==> config.mk <==
export PLATFORM = sky130hd
export DESIGN_NAME = ps2_cursor_ctrl_flat
export DESIGN_NICKNAME = d
export VERILOG_FILES = /design/src/rtl/ps2_cursor_ctrl_if.sv /design/src/rtl/ps2_cursor_ctrl.sv /design/src/flat_wrapper.sv
export SDC_FILE = /design/constraint.sdc
export NUM_CORES = 1
export LEC_CHECK = 0
export BUFFER_PORTS_ARGS = -buffer_cell sky130_fd_sc_hd__buf_4
export CAP_MARGIN = 20
export CORE_ASPECT_RATIO = 1.4
export CORE_MARGIN = 4
export CORE_UTILIZATION = 30
export CTS_CLUSTER_DIAMETER = 60
export DETAILED_ROUTE_END_ITERATION = 10
export HOLD_SLACK_MARGIN = 0.15
export SLEW_MARGIN = 20
export SYNTH_ARGS = -nofsm -noshare
export SYNTH_HDL_FRONTEND = slang
export SYNTH_SLANG_ARGS = --single-unit
==> constraint.sdc <==
create_clock -name Clock -period 5.1 [get_ports Clock]
set_input_delay 0.765 -clock Clock [delete_from_list [all_inputs] [get_ports Clock]]
set_output_delay 0.765 -clock Clock [all_outputs]
set_load 0.05 [all_outputs]
==> src/rtl/ps2_cursor_ctrl_if.sv <==
// ps2_cursor_ctrl_if
//   Bundle of the PS/2 pin inputs and the cursor/colour/key-event outputs of
//   ps2_cursor_ctrl. Clock and reset are kept as plain module ports.
//   master : the controller (samples the pins, drives cursor and event outputs)
//   slave  : the environment (drives the pins, consumes cursor and events)
//   Signals:
//     PS2_CLK, PS2_DATA        raw asynchronous PS/2 pins
//     XCounter, YCounter       cursor position (COORD_W bits)
//     ColorReg                 current colour (COLOR_W bits)
//     ScanCode                 last non-prefix code byte
//     ScanValid                1-cycle key event pulse
//     KeyBreak, KeyExtended    event qualifiers, valid with ScanValid
//     FrameError               1-cycle parity/stop/timeout error pulse
interface ps2_cursor_ctrl_if #(
    parameter int COORD_W = 8,
    parameter int COLOR_W = 3
);
    logic               PS2_CLK;
    logic               PS2_DATA;
    logic [COORD_W-1:0] XCounter;
    logic [COORD_W-1:0] YCounter;
    logic [COLOR_W-1:0] ColorReg;
    logic [7:0]         ScanCode;
    logic               ScanValid;
    logic               KeyBreak;
    logic               KeyExtended;
    logic               FrameError;

    modport master (
        input  PS2_CLK, PS2_DATA,
        output XCounter, YCounter, ColorReg, ScanCode,
               ScanValid, KeyBreak, KeyExtended, FrameError
    );

    modport slave (
        output PS2_CLK, PS2_DATA,
        input  XCounter, YCounter, ColorReg, ScanCode,
               ScanValid, KeyBreak, KeyExtended, FrameError
    );
endinterface

==> src/rtl/ps2_cursor_ctrl.sv <==
// ps2_cursor_ctrl
//   PS/2 keyboard receiver plus cursor/colour controller, fully synchronous
//   to Clock. Oversamples the PS/2 pins, decodes 11-bit frames (start, 8 data
//   LSB first, odd parity, stop) with parity/stop/timeout checking, tracks the
//   E0/F0 prefixes and applies WASD / arrow / space actions to the cursor and
//   colour registers. Edges clamp (WRAP=0) or wrap modulo MAX+1 (WRAP=1).
//   Ports:
//     Clock    system clock, rising edge
//     Reset_n  asynchronous active-low reset
//     bus      ps2_cursor_ctrl_if.master (pins in, cursor/event outputs out)
module ps2_cursor_ctrl #(
    parameter int COORD_W     = 8,
    parameter int STEP        = 32,
    parameter int X_MAX       = 255,
    parameter int Y_MAX       = 255,
    parameter int COLOR_W     = 3,
    parameter int WRAP        = 0,
    parameter int TIMEOUT_CYC = 5000
) (
    input  logic                 Clock,
    input  logic                 Reset_n,
    ps2_cursor_ctrl_if.master    bus
);

    localparam logic [1:0] ST_IDLE   = 2'd0;
    localparam logic [1:0] ST_DATA   = 2'd1;
    localparam logic [1:0] ST_PARITY = 2'd2;
    localparam logic [1:0] ST_STOP   = 2'd3;

    localparam int VW   = COORD_W + 1;
    localparam int TO_W = (TIMEOUT_CYC > 2) ? $clog2(TIMEOUT_CYC) : 1;

    localparam logic [VW-1:0]   STEP_V = VW'(STEP);
    localparam logic [VW-1:0]   XMAX_V = VW'(X_MAX);
    localparam logic [VW-1:0]   YMAX_V = VW'(Y_MAX);
    localparam logic [TO_W-1:0] TO_END = TO_W'(TIMEOUT_CYC - 1);

    // Coordinate arithmetic is one bit wider than the counters so the
    // overflow/underflow tests below are exact.
    function automatic logic [VW-1:0] step_inc(input logic [VW-1:0] v,
                                               input logic [VW-1:0] vmax);
        logic [VW-1:0] s;
        s = v + STEP_V;
        if (s > vmax) begin
            step_inc = (WRAP != 0) ? (s - vmax - VW'(1)) : vmax;
        end else begin
            step_inc = s;
        end
    endfunction

    function automatic logic [VW-1:0] step_dec(input logic [VW-1:0] v,
                                               input logic [VW-1:0] vmax);
        if (v < STEP_V) begin
            step_dec = (WRAP != 0) ? (v + vmax + VW'(1) - STEP_V) : '0;
        end else begin
            step_dec = v - STEP_V;
        end
    endfunction

    // Pin synchronisers; clk_prev_q holds the previous synced clock for
    // falling-edge detection.
    logic clk_s1_q, clk_s2_q, clk_prev_q;
    logic dat_s1_q, dat_s2_q;

    logic [1:0]         state_q,  state_d;
    logic [2:0]         bitcnt_q, bitcnt_d;
    logic [7:0]         shreg_q,  shreg_d;
    logic               parity_q, parity_d;
    logic [TO_W-1:0]    to_cnt_q, to_cnt_d;
    logic               ext_q,    ext_d;
    logic               brk_q,    brk_d;

    logic [COORD_W-1:0] x_q,      x_d;
    logic [COORD_W-1:0] y_q,      y_d;
    logic [COLOR_W-1:0] color_q,  color_d;
    logic [7:0]         code_q,   code_d;
    logic               sv_q,     sv_d;
    logic               kbrk_q,   kbrk_d;
    logic               kext_q,   kext_d;
    logic               fe_q,     fe_d;

    logic fall;
    logic byte_ok;
    logic frame_err;

    always_ff @(posedge Clock or negedge Reset_n) begin
        if (!Reset_n) begin
            clk_s1_q   <= 1'b0;
            clk_s2_q   <= 1'b0;
            clk_prev_q <= 1'b0;
            dat_s1_q   <= 1'b0;
            dat_s2_q   <= 1'b0;
        end else begin
            clk_s1_q   <= bus.PS2_CLK;
            clk_s2_q   <= clk_s1_q;
            clk_prev_q <= clk_s2_q;
            dat_s1_q   <= bus.PS2_DATA;
            dat_s2_q   <= dat_s1_q;
        end
    end

    always_comb begin
        fall      = clk_prev_q & ~clk_s2_q;
        byte_ok   = 1'b0;
        frame_err = 1'b0;

        state_d  = state_q;
        bitcnt_d = bitcnt_q;
        shreg_d  = shreg_q;
        parity_d = parity_q;
        ext_d    = ext_q;
        brk_d    = brk_q;
        x_d      = x_q;
        y_d      = y_q;
        color_d  = color_q;
        code_d   = code_q;
        kbrk_d   = kbrk_q;
        kext_d   = kext_q;
        sv_d     = 1'b0;
        fe_d     = 1'b0;

        // Counter only matters inside a frame, so it rests at zero in IDLE.
        if (fall || state_q == ST_IDLE) begin
            to_cnt_d = '0;
        end else begin
            to_cnt_d = to_cnt_q + TO_W'(1);
        end

        case (state_q)
            ST_IDLE: begin
                if (fall && !dat_s2_q) begin
                    state_d  = ST_DATA;
                    bitcnt_d = '0;
                end
            end
            ST_DATA: begin
                if (fall) begin
                    shreg_d  = {dat_s2_q, shreg_q[7:1]};
                    bitcnt_d = bitcnt_q + 3'd1;
                    if (bitcnt_q == 3'd7) begin
                        state_d = ST_PARITY;
                    end
                end
            end
            ST_PARITY: begin
                if (fall) begin
                    parity_d = dat_s2_q;
                    state_d  = ST_STOP;
                end
            end
            default: begin
                if (fall) begin
                    state_d = ST_IDLE;
                    if (((^shreg_q) ^ parity_q) && dat_s2_q) begin
                        byte_ok = 1'b1;
                    end else begin
                        frame_err = 1'b1;
                    end
                end
            end
        endcase

        if (state_q != ST_IDLE && !fall && to_cnt_q == TO_END) begin
            state_d   = ST_IDLE;
            frame_err = 1'b1;
        end

        if (frame_err) begin
            fe_d  = 1'b1;
            ext_d = 1'b0;
            brk_d = 1'b0;
        end

        if (byte_ok) begin
            if (shreg_q == 8'hE0) begin
                ext_d = 1'b1;
            end else if (shreg_q == 8'hF0) begin
                brk_d = 1'b1;
            end else begin
                sv_d   = 1'b1;
                code_d = shreg_q;
                kbrk_d = brk_q;
                kext_d = ext_q;
                ext_d  = 1'b0;
                brk_d  = 1'b0;
                if (!brk_q) begin
                    case ({ext_q, shreg_q})
                        9'h01D, 9'h175: y_d = COORD_W'(step_dec(VW'(y_q), YMAX_V));
                        9'h01B, 9'h172: y_d = COORD_W'(step_inc(VW'(y_q), YMAX_V));
                        9'h01C, 9'h16B: x_d = COORD_W'(step_dec(VW'(x_q), XMAX_V));
                        9'h023, 9'h174: x_d = COORD_W'(step_inc(VW'(x_q), XMAX_V));
                        9'h029:         color_d = color_q + COLOR_W'(1);
                        default: ;
                    endcase
                end
            end
        end
    end

    always_ff @(posedge Clock or negedge Reset_n) begin
        if (!Reset_n) begin
            state_q  <= ST_IDLE;
            bitcnt_q <= '0;
            shreg_q  <= '0;
            parity_q <= 1'b0;
            to_cnt_q <= '0;
            ext_q    <= 1'b0;
            brk_q    <= 1'b0;
            x_q      <= '0;
            y_q      <= '0;
            color_q  <= COLOR_W'(1);
            code_q   <= '0;
            sv_q     <= 1'b0;
            kbrk_q   <= 1'b0;
            kext_q   <= 1'b0;
            fe_q     <= 1'b0;
        end else begin
            state_q  <= state_d;
            bitcnt_q <= bitcnt_d;
            shreg_q  <= shreg_d;
            parity_q <= parity_d;
            to_cnt_q <= to_cnt_d;
            ext_q    <= ext_d;
            brk_q    <= brk_d;
            x_q      <= x_d;
            y_q      <= y_d;
            color_q  <= color_d;
            code_q   <= code_d;
            sv_q     <= sv_d;
            kbrk_q   <= kbrk_d;
            kext_q   <= kext_d;
            fe_q     <= fe_d;
        end
    end

    assign bus.XCounter    = x_q;
    assign bus.YCounter    = y_q;
    assign bus.ColorReg    = color_q;
    assign bus.ScanCode    = code_q;
    assign bus.ScanValid   = sv_q;
    assign bus.KeyBreak    = kbrk_q;
    assign bus.KeyExtended = kext_q;
    assign bus.FrameError  = fe_q;

endmodule

==> src/flat_wrapper.sv <==
// flat-port wrapper written by rule: the top's interface ports become plain ports
module ps2_cursor_ctrl_flat 
#(
    parameter int COORD_W     = 8,
    parameter int STEP        = 32,
    parameter int X_MAX       = 255,
    parameter int Y_MAX       = 255,
    parameter int COLOR_W     = 3,
    parameter int WRAP        = 0,
    parameter int TIMEOUT_CYC = 5000
)
  (Clock, Reset_n, bus_PS2_CLK, bus_PS2_DATA, bus_XCounter, bus_YCounter, bus_ColorReg, bus_ScanCode, bus_ScanValid, bus_KeyBreak, bus_KeyExtended, bus_FrameError);
  ps2_cursor_ctrl_if #(.COORD_W(COORD_W), .COLOR_W(COLOR_W)) bus_i ();
  input  logic Clock;
  input  logic Reset_n;
  input wire logic [$bits(bus_i.PS2_CLK)-1:0] bus_PS2_CLK;
  input wire logic [$bits(bus_i.PS2_DATA)-1:0] bus_PS2_DATA;
  output wire logic [$bits(bus_i.XCounter)-1:0] bus_XCounter;
  output wire logic [$bits(bus_i.YCounter)-1:0] bus_YCounter;
  output wire logic [$bits(bus_i.ColorReg)-1:0] bus_ColorReg;
  output wire logic [$bits(bus_i.ScanCode)-1:0] bus_ScanCode;
  output wire logic [$bits(bus_i.ScanValid)-1:0] bus_ScanValid;
  output wire logic [$bits(bus_i.KeyBreak)-1:0] bus_KeyBreak;
  output wire logic [$bits(bus_i.KeyExtended)-1:0] bus_KeyExtended;
  output wire logic [$bits(bus_i.FrameError)-1:0] bus_FrameError;
  assign bus_i.PS2_CLK = bus_PS2_CLK;
  assign bus_i.PS2_DATA = bus_PS2_DATA;
  assign bus_XCounter = bus_i.XCounter;
  assign bus_YCounter = bus_i.YCounter;
  assign bus_ColorReg = bus_i.ColorReg;
  assign bus_ScanCode = bus_i.ScanCode;
  assign bus_ScanValid = bus_i.ScanValid;
  assign bus_KeyBreak = bus_i.KeyBreak;
  assign bus_KeyExtended = bus_i.KeyExtended;
  assign bus_FrameError = bus_i.FrameError;
  ps2_cursor_ctrl #(.COORD_W(COORD_W), .STEP(STEP), .X_MAX(X_MAX), .Y_MAX(Y_MAX), .COLOR_W(COLOR_W), .WRAP(WRAP), .TIMEOUT_CYC(TIMEOUT_CYC)) u_core (.Clock(Clock), .Reset_n(Reset_n), .bus(bus_i));
endmodule
==> results.json <==
{
  "synth_top_area_cell": "dfrtp_1",
  "finalHoldViolCount": 0,
  "syn_nets": 351,
  "cts_resized": 0,
  "synthesis.area_mm2": 0.00315,
  "core_area_mm2": 0.0103,
  "ir_drop_mv": 0.169,
  "finalCriticalPeriod_ps": 2780,
  "diodes": 0,
  "yosysWarnings": 0,
  "area_growth_pct": 19.9,
  "dieArea_mm2": 0.0122,
  "critical_path_required_ps": 5310,
  "p_leak_uw": 0.00171,
  "initial_core_util_pct": 30.6,
  "seq_power_share_pct": 35.5,
  "hold_buffers": 0,
  "fin_skew_ps": 5.78,
  "first_pass_iters": 5,
  "ys_types": 49,
  "synth_area_leaders": "dfrtp_1, ha_1, nand2_1, o21ai_0, nor2_1",
  "setup_tns_ps": 0,
  "worstMarginPinSlew_ps": 711,
  "postCtsSetupRepairBufs": 0,
  "r2r_cells": 7,
  "ant_nets": 0,
  "hold_path_depth": 0,
  "path_max_fanout": 21,
  "grt_usage_pct": 11.2,
  "place_ws_ps": 2330,
  "grt_antenna_before_repair": 0,
  "min-delay-start": "u_core.clk_s1_q",
  "synth_flop_cell": "dfrtp_1",
  "yosysSeqAreaShare_pct": 45.4,
  "chipHeight_um": 129,
  "crit_path_top_delay_cell": "nor3_2",
  "switching_power_uw": 516,
  "worstPathCellList": "inv_1 > ha_1 > xnor3_1 > xnor2_2 > nand3_2 > nor3_2 > mux2_2",
  "finalCritPeriodShare_pct": 54.6,
  "m1WireLength_um": 2610,
  "synth-async-reset-ratio_pct": 100,
  "outcome": "complete, no violations",
  "netSwitchingFraction_pct": 32.3,
  "grt_pass1_vias": 2275,
  "finalWorstSetupSlack_ps": 2320,
  "routed-wl-met2_um": 3200,
  "dp_hpwl_um": 4540,
  "synthTopCellsByCount": "dfrtp_1, nand2_1, ha_1, nor2_1, o21ai_0",
  "fmax_mhz": 359,
  "avgSynthCellArea_um2": 9.86,
  "intPower_uw": 1080,
  "netlist_instances": 319,
  "cts.clk_slew.worst_paths_ps": 50,
  "slowest_delay_ps": 450,
  "htree_levels": 3,
  "path_class": "flip-flop to flip-flop",
  "start_kind": "flip-flop",
  "crit_arrival_ps": 3000,
  "grt_max_degree": 58,
  "ios": 35,
  "dr_wl_met3_um": 306,
  "drt_iter0_drc": 94,
  "fill_cells": 1018,
  "combPwrFrac_pct": 27.4,
  "finalSetupViolCount": 0,
  "rsz0062_at_grt": "no",
  "via_per_inst": 4.75,
  "ys_ff_latch": 57,
  "synth_edf_count": 0,
  "cts_tree": "yes",
  "vias": 2323,
  "fp-row-count": 44,
  "r2r_setup_slack_ps": 2320,
  "globalplace.congestion": 0.810,
  "layout-drive-gt1-share_pct": 17.7,
  "grt_pass1_wl_um": 10700,
  "whs_endpoint": "u_core.clk_s2_q",
  "clk_path_buf_depth": 2,
  "drc_errors": 0,
  "wl_per_cell_um": 12.8,
  "cts.sinks": 57,
  "drt_wl_total_um": 6260,
  "regToRegStartpoint": "u_core.shreg_q[2]",
  "portBuffers": 34,
  "holdWs_ps": 345,
  "powerDensity_mw_per_mm2": 424,
  "synth_top_cell_area_share_pct": 44.6,
  "finalMaxSlewViolations": 0,
  "drv_cap": 0,
  "power.share.clock_pct": 37.1,
  "die_w_um": 94.5,
  "overflow": 0,
  "end_kind": "flip-flop",
  "worstSkewPairLatency_ps": 330,
  "nNetsFinal": 378,
  "slew_headroom_pct": 52.6,
  "highest_layer": "met4",
  "synth.most_common_cell": "dfrtp_1",
  "cts-buffers-inserted": 9,
  "r2r_end": "u_core.bus.XCounter[6]",
  "cts-root-buf": "clkbuf_16",
  "hold_path_class": "flip-flop to flip-flop"
}
[stage by stage]
stage / cell area (um^2) / power, uW / utilization (%) / cells
after detailed placement: 3470 / 1020 / 33.7 / 473
final: 3770 / 1600 / 36.6 / 489
after global routing: 3770 / 1690 / 36.6 / 489
after CTS: 3770 / 1620 / 36.6 / 489
after global placement: 3470 / 999 / 33.7 / 473
after floorplan: 3150 / 904 / - / 319
[cells in the final DEF (no fill, tap or decap), types with 3 or more instances in the layout]
master / netlist / routed
a21oi_1: 10 / 10
a31oi_1: 3 / 3
a32o_1: 4 / 4
and2_1: 3 / 3
buf_4: 8 / 34
clkbuf_16: 0 / 9
dfrtp_1: 56 / 56
ha_1: 28 / 28
inv_1: 20 / 20
mux2_2: 7 / 7
nand2_1: 35 / 35
nand2b_1: 3 / 3
nand3_1: 5 / 5
nand3b_1: 3 / 3
nand4_1: 6 / 6
nand4b_1: 3 / 3
nor2_1: 28 / 28
nor2b_1: 3 / 3
nor3_1: 6 / 6
o2111ai_1: 3 / 3
o211ai_1: 3 / 3
o21ai_0: 26 / 26
xnor2_1: 8 / 8
xor2_1: 7 / 7
[worst max-delay path, delay by kind of cell (launching register included)]
kind	cells	cell delay, ps
XOR/XNOR	2	620
adder cells (fa/ha/maj)	1	320
buffers and inverters	1	110
flip-flops	1	400
multiplexers	1	390
AND/OR/NAND/NOR	2	820
[cells by family after synthesis]
| logic type | count (synthesis) | synth area share, % |
|---|---|---|
| and+or+nand+nor | 108 | 16.9 |
| adders and majority gates | 28 | 11.1 |
| AOI/OAI and AO/OA | 62 | 12.5 |
| buffers and inverters | 38 | 5.57 |
| xor gates and xnor gates | 17 | 5.41 |
| muxes | 9 | 3.14 |
| DFF | 57 | 45.4 |
[flip-flops by register name, indices dropped and copies added (netlist names)]
name and flops:
u_core.bitcnt_q 3, u_core.brk_q 1, u_core.bus.ColorReg 3, u_core.bus.FrameError 1, u_core.bus.KeyBreak 1, u_core.bus.KeyExtended 1
u_core.bus.ScanCode 8, u_core.bus.ScanValid 1, u_core.bus.XCounter 4, u_core.bus.YCounter 4, u_core.clk_prev_q 1, u_core.clk_s1_q 1
u_core.clk_s2_q 1, u_core.dat_s1_q 1, u_core.dat_s2_q 1, u_core.ext_q 1, u_core.parity_q 1, u_core.shreg_q 8
u_core.state_q 2, u_core.to_cnt_q 13
[final cells by class]
cell class | instances | area, um^2 | share of cell area (%)
clock buffers | 11 | 243 | 6.44
clock inverters | 5 | 55.1 | 1.46
inverters | 20 | 75.1 | 1.99
multi-input cells | 224 | 1540 | 40.9
flip-flops and latches | 57 | 1430 | 37.9
well taps | 138 | 173 | 4.58
repair buffers | 34 | 255 | 6.77
[metal layers]
metal	vias up	track usage, %
met1	1097	11.9
li1	1149	-
met4	0	5.86
met3	13	3.60
met5	-	0
met2	64	19.4
[how the worst max path moves through the flow]
stage / to / startpoint
after floorplan: u_core.bus.XCounter[3] / u_core.shreg_q[2]
after global placement: u_core.bus.XCounter[3] / u_core.shreg_q[4]
after detailed placement: u_core.bus.XCounter[6] / u_core.shreg_q[4]
after CTS: u_core.bus.XCounter[6] / u_core.shreg_q[2]
after global routing: u_core.bus.XCounter[6] / u_core.shreg_q[4]
final: u_core.bus.XCounter[6] / u_core.shreg_q[2]
[power by group through the flow]
| stage | clock network [uW] | registers, uW | logic, uW |
|---|---|---|---|
| global route | 624 | 578 | 492 |
| detailed placement | 0 | 575 | 442 |
| floorplan | 0 | 588 | 316 |
| finish | 593 | 568 | 438 |
| CTS | 604 | 568 | 444 |
| global placement | 0 | 570 | 429 |
Power figures use the tool's default switching activity.
